[config.mk]
export PLATFORM = sky130hd
export DESIGN_NAME = lstm_gate_matvec_flat
export DESIGN_NICKNAME = d
export VERILOG_FILES = /design/src/rtl/lstm_gate_matvec_if.sv /design/src/rtl/lstm_gate_matvec.sv /design/src/flat_wrapper.sv
export SDC_FILE = /design/constraint.sdc
export NUM_CORES = 2
export LEC_CHECK = 0
export ABC_AREA = 1
export BUFFER_PORTS_ARGS = -buffer_cell sky130_fd_sc_hd__buf_2
export CAP_MARGIN = 20
export CORE_ASPECT_RATIO = 0.7
export CORE_MARGIN = 2
export CORE_UTILIZATION = 25
export DETAILED_ROUTE_END_ITERATION = 8
export PLACE_DENSITY = 0.52
export REMOVE_ABC_BUFFERS = 1
export SYNTH_ARGS = -nofsm -noshare
export SYNTH_HDL_FRONTEND = slang
export SYNTH_SLANG_ARGS = --single-unit
[constraint.sdc]
create_clock -name i_clk -period 4.55 [get_ports i_clk]
set_input_delay 0.455 -clock i_clk [delete_from_list [all_inputs] [get_ports i_clk]]
set_output_delay 0.455 -clock i_clk [all_outputs]
set_load 0.03 [all_outputs]
[src/rtl/lstm_gate_matvec_if.sv]
// rtl/lstm_gate_matvec_if.sv - control, weight stream, RAM and result bundle for the gate mat-vec engine
interface lstm_gate_matvec_if #(
  parameter int GATES    = 4,
  parameter int MAX_ROWS = 512,
  parameter int MAX_COLS = 512,
  parameter int DATA_W   = 16,
  parameter int W_W      = 8,
  parameter int OUT_W    = 16
);
  localparam int RW = $clog2(MAX_ROWS);
  localparam int CW = $clog2(MAX_COLS);

  logic                   start;
  logic                   abort;
  logic [RW:0]            cfg_rows;
  logic [CW:0]            cfg_cols;
  logic                   cfg_bias_en;
  logic [GATES*W_W-1:0]   w_data;
  logic                   w_valid;
  logic                   w_ready;
  logic                   h_rd_en;
  logic [CW-1:0]          h_rd_addr;
  logic [DATA_W-1:0]      h_rd_data;
  logic                   b_rd_en;
  logic [RW-1:0]          b_rd_addr;
  logic [GATES*OUT_W-1:0] b_rd_data;
  logic [GATES*OUT_W-1:0] out_data;
  logic [RW-1:0]          out_row;
  logic                   out_valid;
  logic                   out_ready;
  logic                   busy;
  logic                   done;
  logic                   sat_flag;

  modport master (
    output start, abort, cfg_rows, cfg_cols, cfg_bias_en, w_data, w_valid,
           h_rd_data, b_rd_data, out_ready,
    input  w_ready, h_rd_en, h_rd_addr, b_rd_en, b_rd_addr, out_data, out_row,
           out_valid, busy, done, sat_flag
  );

  modport slave (
    input  start, abort, cfg_rows, cfg_cols, cfg_bias_en, w_data, w_valid,
           h_rd_data, b_rd_data, out_ready,
    output w_ready, h_rd_en, h_rd_addr, b_rd_en, b_rd_addr, out_data, out_row,
           out_valid, busy, done, sat_flag
  );
endinterface

[src/rtl/lstm_gate_matvec.sv]
// rtl/lstm_gate_matvec.sv - streaming multi-gate matrix-vector engine for the LSTM recurrent path
module lstm_gate_matvec #(
  parameter int GATES    = 4,
  parameter int MAX_ROWS = 512,
  parameter int MAX_COLS = 512,
  parameter int DATA_W   = 16,
  parameter int W_W      = 8,
  parameter int OUT_W    = 16,
  parameter int FRAC_SH  = 8,
  parameter int ACC_W    = DATA_W + W_W + $clog2(MAX_COLS)
) (
  input logic               i_clk,
  input logic               i_rst,
  lstm_gate_matvec_if.slave bus
);
  localparam int RW = $clog2(MAX_ROWS);
  localparam int CW = $clog2(MAX_COLS);
  localparam int PW = DATA_W + W_W;
  localparam logic signed [ACC_W-1:0] SAT_MAX = ACC_W'(2 ** (OUT_W - 1) - 1);
  localparam logic signed [ACC_W-1:0] SAT_MIN = ~SAT_MAX;

  typedef enum logic [2:0] {S_IDLE, S_PRIME, S_MAC, S_DRAIN, S_OUT, S_DONE} state_t;

  state_t                  r_state;
  logic [RW:0]             r_rows;
  logic [CW:0]             r_cols;
  logic                    r_bias_en;
  logic [RW-1:0]           r_row;
  logic [CW-1:0]           r_col;
  logic                    r_drain2;
  logic                    r_w_ready;
  logic                    r_out_valid;
  logic                    r_busy;
  logic                    r_done;
  logic                    r_sat;
  logic [GATES*OUT_W-1:0]  r_out_data;
  logic [RW-1:0]           r_out_row;
  logic                    r_h_pend;
  logic                    r_seed_pend;
  logic                    r_prod_v;
  logic signed [DATA_W-1:0] r_h;
  logic signed [PW-1:0]    r_prod [GATES];
  logic signed [ACC_W-1:0] r_acc [GATES];

  logic                    w_accept;
  logic                    w_last_col;
  logic                    w_last_row;
  logic signed [DATA_W-1:0] w_h_cur;
  logic signed [ACC_W-1:0] w_shift [GATES];
  logic [GATES*OUT_W-1:0]  w_sat_data;
  logic                    w_sat_any;

  assign w_accept   = r_w_ready && bus.w_valid;
  assign w_last_col = ({1'b0, r_col} == r_cols - (CW+1)'(1));
  assign w_last_row = ({1'b0, r_row} == r_rows - (RW+1)'(1));
  // h[c] is either arriving from the RAM this cycle or parked in r_h during a stall
  assign w_h_cur    = r_h_pend ? $signed(bus.h_rd_data) : r_h;

  // The next column is fetched in the same cycle a beat is taken so one beat per cycle is sustained
  assign bus.h_rd_en   = (r_state == S_PRIME) || (w_accept && !w_last_col);
  assign bus.h_rd_addr = (r_state == S_PRIME) ? '0 : r_col + CW'(1);
  assign bus.b_rd_en   = (r_state == S_PRIME) && r_bias_en;
  assign bus.b_rd_addr = r_row;

  assign bus.w_ready   = r_w_ready;
  assign bus.out_data  = r_out_data;
  assign bus.out_row   = r_out_row;
  assign bus.out_valid = r_out_valid;
  assign bus.busy      = r_busy;
  assign bus.done      = r_done;
  assign bus.sat_flag  = r_sat;

  // Scale each lane accumulator down and clamp it into the output width
  always_comb begin
    w_sat_any  = 1'b0;
    w_sat_data = '0;
    for (int g = 0; g < GATES; g++) begin
      w_shift[g] = r_acc[g] >>> FRAC_SH;
      if (w_shift[g] > SAT_MAX) begin
        w_sat_data[g*OUT_W +: OUT_W] = SAT_MAX[OUT_W-1:0];
        w_sat_any = 1'b1;
      end else if (w_shift[g] < SAT_MIN) begin
        w_sat_data[g*OUT_W +: OUT_W] = SAT_MIN[OUT_W-1:0];
        w_sat_any = 1'b1;
      end else begin
        w_sat_data[g*OUT_W +: OUT_W] = w_shift[g][OUT_W-1:0];
      end
    end
  end

  // Track in-flight RAM reads and products; abort drops them so nothing stale is used later
  always_ff @(posedge i_clk) begin
    if (i_rst) begin
      r_h_pend    <= 1'b0;
      r_seed_pend <= 1'b0;
      r_prod_v    <= 1'b0;
      r_h         <= '0;
    end else begin
      if (r_h_pend) r_h <= $signed(bus.h_rd_data);
      if (bus.abort) begin
        r_h_pend    <= 1'b0;
        r_seed_pend <= 1'b0;
        r_prod_v    <= 1'b0;
      end else begin
        r_h_pend    <= bus.h_rd_en;
        r_seed_pend <= bus.b_rd_en;
        r_prod_v    <= w_accept;
      end
    end
  end

  // One registered signed product per lane for every accepted beat
  always_ff @(posedge i_clk) begin
    if (i_rst) begin
      for (int g = 0; g < GATES; g++) r_prod[g] <= '0;
    end else if (w_accept) begin
      for (int g = 0; g < GATES; g++)
        r_prod[g] <= PW'($signed(bus.w_data[g*W_W +: W_W])) * PW'(w_h_cur);
    end
  end

  // Row accumulators: cleared in PRIME, seeded from the bias word when it lands, then summed
  always_ff @(posedge i_clk) begin
    if (i_rst) begin
      for (int g = 0; g < GATES; g++) r_acc[g] <= '0;
    end else if (r_state == S_PRIME) begin
      for (int g = 0; g < GATES; g++) r_acc[g] <= '0;
    end else if (r_seed_pend) begin
      for (int g = 0; g < GATES; g++)
        r_acc[g] <= ACC_W'($signed(bus.b_rd_data[g*OUT_W +: OUT_W])) <<< FRAC_SH;
    end else if (r_prod_v) begin
      for (int g = 0; g < GATES; g++) r_acc[g] <= r_acc[g] + ACC_W'(r_prod[g]);
    end
  end

  // Run sequencing: row/column counters, handshakes and status flags
  always_ff @(posedge i_clk) begin
    if (i_rst) begin
      r_state     <= S_IDLE;
      r_rows      <= '0;
      r_cols      <= '0;
      r_bias_en   <= 1'b0;
      r_row       <= '0;
      r_col       <= '0;
      r_drain2    <= 1'b0;
      r_w_ready   <= 1'b0;
      r_out_valid <= 1'b0;
      r_busy      <= 1'b0;
      r_done      <= 1'b0;
      r_sat       <= 1'b0;
      r_out_data  <= '0;
      r_out_row   <= '0;
    end else begin
      r_done <= 1'b0;
      if (bus.abort) begin
        r_state     <= S_IDLE;
        r_row       <= '0;
        r_col       <= '0;
        r_drain2    <= 1'b0;
        r_w_ready   <= 1'b0;
        r_out_valid <= 1'b0;
        r_busy      <= 1'b0;
      end else begin
        case (r_state)
          S_IDLE: begin
            if (bus.start) begin
              r_rows    <= bus.cfg_rows;
              r_cols    <= bus.cfg_cols;
              r_bias_en <= bus.cfg_bias_en;
              r_row     <= '0;
              r_col     <= '0;
              r_sat     <= 1'b0;
              r_busy    <= 1'b1;
              if (bus.cfg_rows == '0 || bus.cfg_cols == '0) r_state <= S_DONE;
              else                                          r_state <= S_PRIME;
            end
          end
          S_PRIME: begin
            r_w_ready <= 1'b1;
            r_state   <= S_MAC;
          end
          S_MAC: begin
            if (w_accept) begin
              if (w_last_col) begin
                r_col     <= '0;
                r_w_ready <= 1'b0;
                r_drain2  <= 1'b0;
                r_state   <= S_DRAIN;
              end else begin
                r_col <= r_col + CW'(1);
              end
            end
          end
          S_DRAIN: begin
            if (!r_drain2) begin
              r_drain2 <= 1'b1;
            end else begin
              r_drain2    <= 1'b0;
              r_out_data  <= w_sat_data;
              r_out_row   <= r_row;
              r_out_valid <= 1'b1;
              if (w_sat_any) r_sat <= 1'b1;
              r_state     <= S_OUT;
            end
          end
          S_OUT: begin
            if (bus.out_ready) begin
              r_out_valid <= 1'b0;
              if (w_last_row) begin
                r_row   <= '0;
                r_state <= S_DONE;
              end else begin
                r_row   <= r_row + RW'(1);
                r_state <= S_PRIME;
              end
            end
          end
          S_DONE: begin
            r_done  <= 1'b1;
            r_busy  <= 1'b0;
            r_state <= S_IDLE;
          end
          default: r_state <= S_IDLE;
        endcase
      end
    end
  end
endmodule
[src/flat_wrapper.sv]
// flat-port wrapper written by rule: the top's interface ports become plain ports
module lstm_gate_matvec_flat 
#(
  parameter int GATES    = 4,
  parameter int MAX_ROWS = 512,
  parameter int MAX_COLS = 512,
  parameter int DATA_W   = 16,
  parameter int W_W      = 8,
  parameter int OUT_W    = 16,
  parameter int FRAC_SH  = 8,
  parameter int ACC_W    = DATA_W + W_W + $clog2(MAX_COLS)
)
  (i_clk, i_rst, bus_start, bus_abort, bus_cfg_rows, bus_cfg_cols, bus_cfg_bias_en, bus_w_data, bus_w_valid, bus_h_rd_data, bus_b_rd_data, bus_out_ready, bus_w_ready, bus_h_rd_en, bus_h_rd_addr, bus_b_rd_en, bus_b_rd_addr, bus_out_data, bus_out_row, bus_out_valid, bus_busy, bus_done, bus_sat_flag);
  lstm_gate_matvec_if #(.GATES(GATES), .MAX_ROWS(MAX_ROWS), .MAX_COLS(MAX_COLS), .DATA_W(DATA_W), .W_W(W_W), .OUT_W(OUT_W)) bus_i ();
  input logic i_clk;
  input logic i_rst;
  input wire logic [$bits(bus_i.start)-1:0] bus_start;
  input wire logic [$bits(bus_i.abort)-1:0] bus_abort;
  input wire logic [$bits(bus_i.cfg_rows)-1:0] bus_cfg_rows;
  input wire logic [$bits(bus_i.cfg_cols)-1:0] bus_cfg_cols;
  input wire logic [$bits(bus_i.cfg_bias_en)-1:0] bus_cfg_bias_en;
  input wire logic [$bits(bus_i.w_data)-1:0] bus_w_data;
  input wire logic [$bits(bus_i.w_valid)-1:0] bus_w_valid;
  input wire logic [$bits(bus_i.h_rd_data)-1:0] bus_h_rd_data;
  input wire logic [$bits(bus_i.b_rd_data)-1:0] bus_b_rd_data;
  input wire logic [$bits(bus_i.out_ready)-1:0] bus_out_ready;
  output wire logic [$bits(bus_i.w_ready)-1:0] bus_w_ready;
  output wire logic [$bits(bus_i.h_rd_en)-1:0] bus_h_rd_en;
  output wire logic [$bits(bus_i.h_rd_addr)-1:0] bus_h_rd_addr;
  output wire logic [$bits(bus_i.b_rd_en)-1:0] bus_b_rd_en;
  output wire logic [$bits(bus_i.b_rd_addr)-1:0] bus_b_rd_addr;
  output wire logic [$bits(bus_i.out_data)-1:0] bus_out_data;
  output wire logic [$bits(bus_i.out_row)-1:0] bus_out_row;
  output wire logic [$bits(bus_i.out_valid)-1:0] bus_out_valid;
  output wire logic [$bits(bus_i.busy)-1:0] bus_busy;
  output wire logic [$bits(bus_i.done)-1:0] bus_done;
  output wire logic [$bits(bus_i.sat_flag)-1:0] bus_sat_flag;
  assign bus_i.start = bus_start;
  assign bus_i.abort = bus_abort;
  assign bus_i.cfg_rows = bus_cfg_rows;
  assign bus_i.cfg_cols = bus_cfg_cols;
  assign bus_i.cfg_bias_en = bus_cfg_bias_en;
  assign bus_i.w_data = bus_w_data;
  assign bus_i.w_valid = bus_w_valid;
  assign bus_i.h_rd_data = bus_h_rd_data;
  assign bus_i.b_rd_data = bus_b_rd_data;
  assign bus_i.out_ready = bus_out_ready;
  assign bus_w_ready = bus_i.w_ready;
  assign bus_h_rd_en = bus_i.h_rd_en;
  assign bus_h_rd_addr = bus_i.h_rd_addr;
  assign bus_b_rd_en = bus_i.b_rd_en;
  assign bus_b_rd_addr = bus_i.b_rd_addr;
  assign bus_out_data = bus_i.out_data;
  assign bus_out_row = bus_i.out_row;
  assign bus_out_valid = bus_i.out_valid;
  assign bus_busy = bus_i.busy;
  assign bus_done = bus_i.done;
  assign bus_sat_flag = bus_i.sat_flag;
  lstm_gate_matvec #(.GATES(GATES), .MAX_ROWS(MAX_ROWS), .MAX_COLS(MAX_COLS), .DATA_W(DATA_W), .W_W(W_W), .OUT_W(OUT_W), .FRAC_SH(FRAC_SH), .ACC_W(ACC_W)) u_core (.i_clk(i_clk), .i_rst(i_rst), .bus(bus_i));
endmodule
# Yosys cells after proc, flatten, opt, wreduce, memory -nomap -nowiden
# Memory sizes are Yosys's and may differ from the RTL's.
# Index checks and enable logic that the tools add are counted.
dict set report classes {
  addsub 8
  n_mul 4
  n_lt_le_gt_ge 8
  n_eq_ne 13
  mux 81
  bitwise 17
  n_reduce_logical 27
}
# operator n
set op_table {}
lappend op_table {{$mux W33} 12}
lappend op_table {{$mux W16} 9}
lappend op_table {{$add A33 B24 Y33} 4}
lappend op_table {{$gt A25 B16 Y1 const B} 4}
lappend op_table {{$lt A25 B16 Y1 const B} 4}
lappend op_table {{$mul A8 B16 Y24} 4}
lappend op_table {{$mux W24} 4}
lappend op_table {{$mux W9} 6}
lappend op_table {{$pmux W9 S2} 2}
lappend op_table {{$mux W1} 35}
lappend op_table {{$mux W3} 7}
lappend op_table {{$reduce_and A3 Y1} 7}
lappend op_table {{$eq A9 B10 Y1} 2}
lappend op_table {{$logic_not A10 Y1} 2}
lappend op_table {{$sub A10 B1 Y10 const B} 2}
lappend op_table {{$add A9 B1 Y9 const B} 2}
lappend op_table {{$or A1 B1 Y1} 16}
lappend op_table {{$pmux W3 S5} 1}
lappend op_table {{$reduce_bool A2 Y1} 7}
lappend op_table {{$pmux W1 S2} 5}
lappend op_table {{$reduce_and A5 Y1} 2}
lappend op_table {{$ne A2 B1 Y1 const B} 4}
lappend op_table {{$eq A3 B2 Y1 const B} 2}
lappend op_table {{$eq A3 B3 Y1 const B} 2}
lappend op_table {{9 further kinds} 13}
dict set report totals {
  register_bits 140
  ram_bits 228
  input_bits 139
  out_inout_bits 98
  elab_cells 178
  n_memories 2
}
# name depth word_bits read_ports rd_clocked_by_memory_dff wr line_no
set mem_list {}
lappend mem_list {u_core.r_acc 4 33 4 0 4 lstm_gate_matvec.sv:43} ;# logic signed [ACC_W-1:0] r_acc [GATES];
lappend mem_list {u_core.r_prod 4 24 4 0 4 lstm_gate_matvec.sv:42} ;# logic signed [PW-1:0] r_prod [GATES];

# Longest topological paths before layout
dict set report logic_depth {
  word_depth 12
  ltp_mapped 25
  mapped_depth_nobuf 23
}

# Worst setup path before layout
# Ideal clock, no wire load.
dict set report synth_timing {
  kind {register to register}
  start {reg u_core.r_h_pend}
  end {mem u_core.r_prod[3][23] (netlist bit) (data pin)}
  arrival_ns 4.728
  required_ns 4.280
  slack_ns -0.448
  stages_incl_launch_ff 21
  n_path_buf 2
  period_less_slack_ns 4.998
  path_cell_list {dfxtp_1 -> inv_1 -> clkbuf_1 -> o21ai_2 -> inv_1 -> clkbuf_1 -> nand2_1 -> fa_1 -> inv_1 -> fa_1 -> inv_1 -> fa_1 -> inv_1 -> fa_1 -> ha_1 -> nand2_1 -> nor4_1 -> o21ai_0 -> nand3_1 -> or2_2 -> a21oi_1}
}
# element line_no
set synth_rtl {}
lappend synth_rtl {{start, declared} lstm_gate_matvec.sv:38} ;# logic r_h_pend;
lappend synth_rtl {{start signal, assigned} lstm_gate_matvec.sv:105} ;# r_h_pend <= bus.h_rd_en;
lappend synth_rtl {{end, declared} lstm_gate_matvec.sv:42}

==> results.cfg <==
[clocking]
clkSlewWorstSetupHoldPaths_ns = 0.06
sink_count_of_the_clock_tree = 368
max-clock-path-buffers = 3
clock_tree.htree_level_count = 2
clkLatencyLatePin_ns = 0.66
cts.root.buffer_cell = clkbuf_16
tritoncts = yes
cts_inserted_buffers = 48

[placement]
dpl_worst_slack_ns = -0.960
globalplace.congestion = 0.926
placement.cell_area_um2 = 47900
dp_hpwl_mm = 115
numPortBuffers = 236

[worst_setup_path]
timing.rr.end = u_core.r_prod[0][17]$_SDFFCE_PN0P_
critical_path.startpoint_type = flip-flop
critPathRequiredTime_ns = 5.05
reg2reg_from = u_core.r_h_pend$_SDFF_PP0_
crit_fanout = 5
end_kind = flip-flop
crit_path_dat_ns = 5.66
r2r_cells = 24
timing.reg2reg.setup_slack_ns = -0.61
crit_type = flip-flop to flip-flop

[grt]
antenna_found_initial = 19
grt_overflow = 0
grt_max_degree = 93
groute.usage.overall = 0.170
first_global_vias = 37602
grt_pass1_wl_mm = 221

[pwr]
pwr_density_cell_nw_per_um2 = 309
static-leakage-power_nw = 25.1
vdd_ir_drop_max_mv = 0.267

[drt]
met3RoutedLength_mm = 9.67
highest_layer = met5
wl_met1_mm = 70.7
routedWlPerCell_um = 17.3
total_detailed_routing_wirelength_mm = 142
antenna_left = 0
route.vias.total = 37891
drt-initial-drc-count = 2582
first_pass_iters = 6
remaining_design_rule_violation_count = 0
routed-wl-met2_mm = 58.6
average_via_count_per_standard_cell = 4.63

[floorplanning]
floorplan.rows = 123
core_um2 = 161000
die_h_um = 341
die_width_um = 486
die_area_um2 = 166000
initial_core_util = 0.252
design.portCount = 237

[sta]
grt_setup_unrepaired = true
clock_skew_ns = 0.0287
timing.max_slew.rel_slack = 0.288
final.period_utilization = 1.13
finalWorstSetupSlack_ns = -0.614
hold_violations = 0
final_max_slew_viol_count = 0
period_needed_ns = 5.16
holdWs_ns = 0.0725
final.setup.tns_ns = -27.32
transition_time_at_the_pin_with_the_least_slew_margin_ns = 1.07
setup_violations = 65
fmaxAchievable_mhz = 194

[min_path]
min_delay_path_depth = 3
holdCritPathClass = input port to flip-flop
hold_path_end = u_core.r_cols[5]$_SDFFE_PP0P_
timing.hold.worst.start = bus_cfg_cols[5]

[layout]
n_fill_cell = 17027
ff_latch_area_um2 = 9650
layout-area-overhead-vs-synth_pct = 30.3
post-route-cell-area_um2 = 52900
layout.cells.most_common_list = 871 x inv_1, 802 x nand2_1, 750 x nor2_1
ratio_of_cells_with_drive_above_1_in_the_final_layout = 0.230
fin_nets = 6892
multi_input_comb_area_um2 = 29100
layout.cells.most_common = inv_1

[outcome]
violations = negative setup slack
result_of_the_run = finished with violations

[synth]
synth_ff_type = edfxtp_1
synthArstFlopShare = 0
synth.avg_cell_area_um2 = 7.65
syn-instance-count = 5306
synth_top_cell_by_area = fa_1
synth_edf_count = 228
cells_taking_the_most_area_after_synthesis = fa_1 21%, edfxtp_1 17%, ha_1 9.6%
netlist-cell-type-count = 60
post-synth-top-area-fraction = 0.205
synth-seq-area-share = 0.238
yosys_warnings = 0
synth_seq_cells = 368
mappedNetlistArea_um2 = 40600

[run]
cap_violations = 0
[how the worst max path moves through the flow]
stage | endpoint | slack [ns] | from
4_1_cts | u_core.r_prod[1][17]$_SDFFCE_PN0P_ | -0.47 | u_core.r_h_pend$_SDFF_PP0_
5_1_grt | u_core.r_prod[0][17]$_SDFFCE_PN0P_ | -0.77 | u_core.r_h_pend$_SDFF_PP0_
3_3_place_gp | u_core.r_prod[3][23]$_SDFFCE_PN0P_ | -0.90 | bus_h_rd_data[15]
3_5_place_dp | u_core.r_prod[3][23]$_SDFFCE_PN0P_ | -0.96 | bus_h_rd_data[15]
2_1_floorplan | u_core.r_prod[2][20]$_SDFFCE_PN0P_ | -1.76 | u_core.r_h_pend$_SDFF_PP0_
6_report | u_core.r_prod[0][17]$_SDFFCE_PN0P_ | -0.61 | u_core.r_h_pend$_SDFF_PP0_
[final cells by class]
class / count / area share
clock inverter: 21 / 0.00473
inverter: 953 / 0.0684
timing repair buffer: 807 / 0.117
tap: 2125 / 0.0503
sequential: 368 / 0.183
antenna: 3 / 0.000142
clock buffer: 68 / 0.0263
multi-input combinational: 3847 / 0.550
[cells in the mapped netlist, types with 3 or more instances]
library cell	count
o211ai_1	12
nand2_1	867
or2_2	45
a21oi_1	499
a22o_1	5
o21ai_1	21
a211oi_1	3
clkbuf_1	91
o221ai_1	3
a21boi_0	4
ha_1	312
inv_2	8
buf_4	13
o21bai_1	22
fa_1	416
nand3b_1	11
nand4_1	53
o21ai_2	8
and2_1	3
o21a_1	31
xor2_1	45
o21ai_0	319
dfxtp_1	140
a21boi_1	6
xnor2_1	29
nand3_1	179
a21o_1	24
buf_1	3
nor3_1	47
nor4_1	19
inv_1	935
o31ai_1	10
nor2_4	8
nor2_1	801
clkinv_1	9
nand2b_1	4
nor2_2	7
a31oi_1	13
buf_2	27
edfxtp_1	228
[sequential cells by signal, indices dropped and copies added (netlist names), 9 cells and up]
register              cells
u_core.r_acc            132
u_core.r_prod            96
u_core.bus.out_data      64
u_core.r_h               16
u_core.r_cols            10
u_core.r_rows            10
u_core.bus.b_rd_addr      9
u_core.bus.out_row        9
u_core.r_col              9
[layer usage]
| metal | track usage | up-vias |
|---|---|---|
| met5 | 0 | - |
| met4 | 0.0325 | 2 |
| met1 | 0.255 | 18275 |
| met3 | 0.0343 | 153 |
| met2 | 0.252 | 995 |
| li1 | - | 18466 |
[logic make-up (layout without fill, tap and decap cells)]
group,after synthesis,in the layout,share of synthesized area
multiplexers,1,1,0.000247
XOR/XNOR,74,74,0.0160
AND/OR/NAND/NOR,2056,2056,0.209
AO/OA/AOI/OAI,988,988,0.132
adder cells (fa/ha/maj),728,728,0.301
buffers and inverters,1091,1849,0.103
other,0,3,0
flip-flops,368,368,0.238
[critical path: stages, from the launching register on]
cell	delay [ns]
dfxtp_4	0.39
clkinvlp_4	0.14
buf_6	0.15
or2_4	0.24
o21ai_4	0.12
clkinvlp_4	0.18
buf_6	0.17
nand2_2	0.06
fa_1	0.45
fa_1	0.53
inv_2	0.04
fa_1	0.55
inv_2	0.04
fa_1	0.50
inv_2	0.05
ha_4	0.29
nand2_4	0.07
nor3_4	0.21
nor2_4	0.06
o21ai_4	0.21
nand2_2	0.11
nand2_2	0.10
nand2_1	0.07
a21o_1	0.15
a21oi_1	0.12
[where the power goes]
group	switching (mW)	internal [mW]
Combinational	4.66	3.76
Clock	1.74	2.37
Sequential	0.122	3.70
Total	6.52	9.83
[stage by stage]
stage | cells | util | power, mW
finish | 8192 | 0.328 | 16.4
detailed placement | 8021 | 0.297 | 10.6
global route | 8190 | 0.328 | 17.6
CTS | 8172 | 0.321 | 15.8
floorplan | 5168 | - | 7.64
global placement | 8021 | 0.297 | 10.6
[repair_timing]
item                       4_1_cts  5_1_grt
gates resized for setup        359      278
gates cloned                     4        0
pin swaps                      124      128
hold endpoints to repair         1        0
setup buffers                   59       22
setup endpoints to repair       67       72
hold buffers                     1        0
No activity file was read; power rests on OpenSTA's default activity.
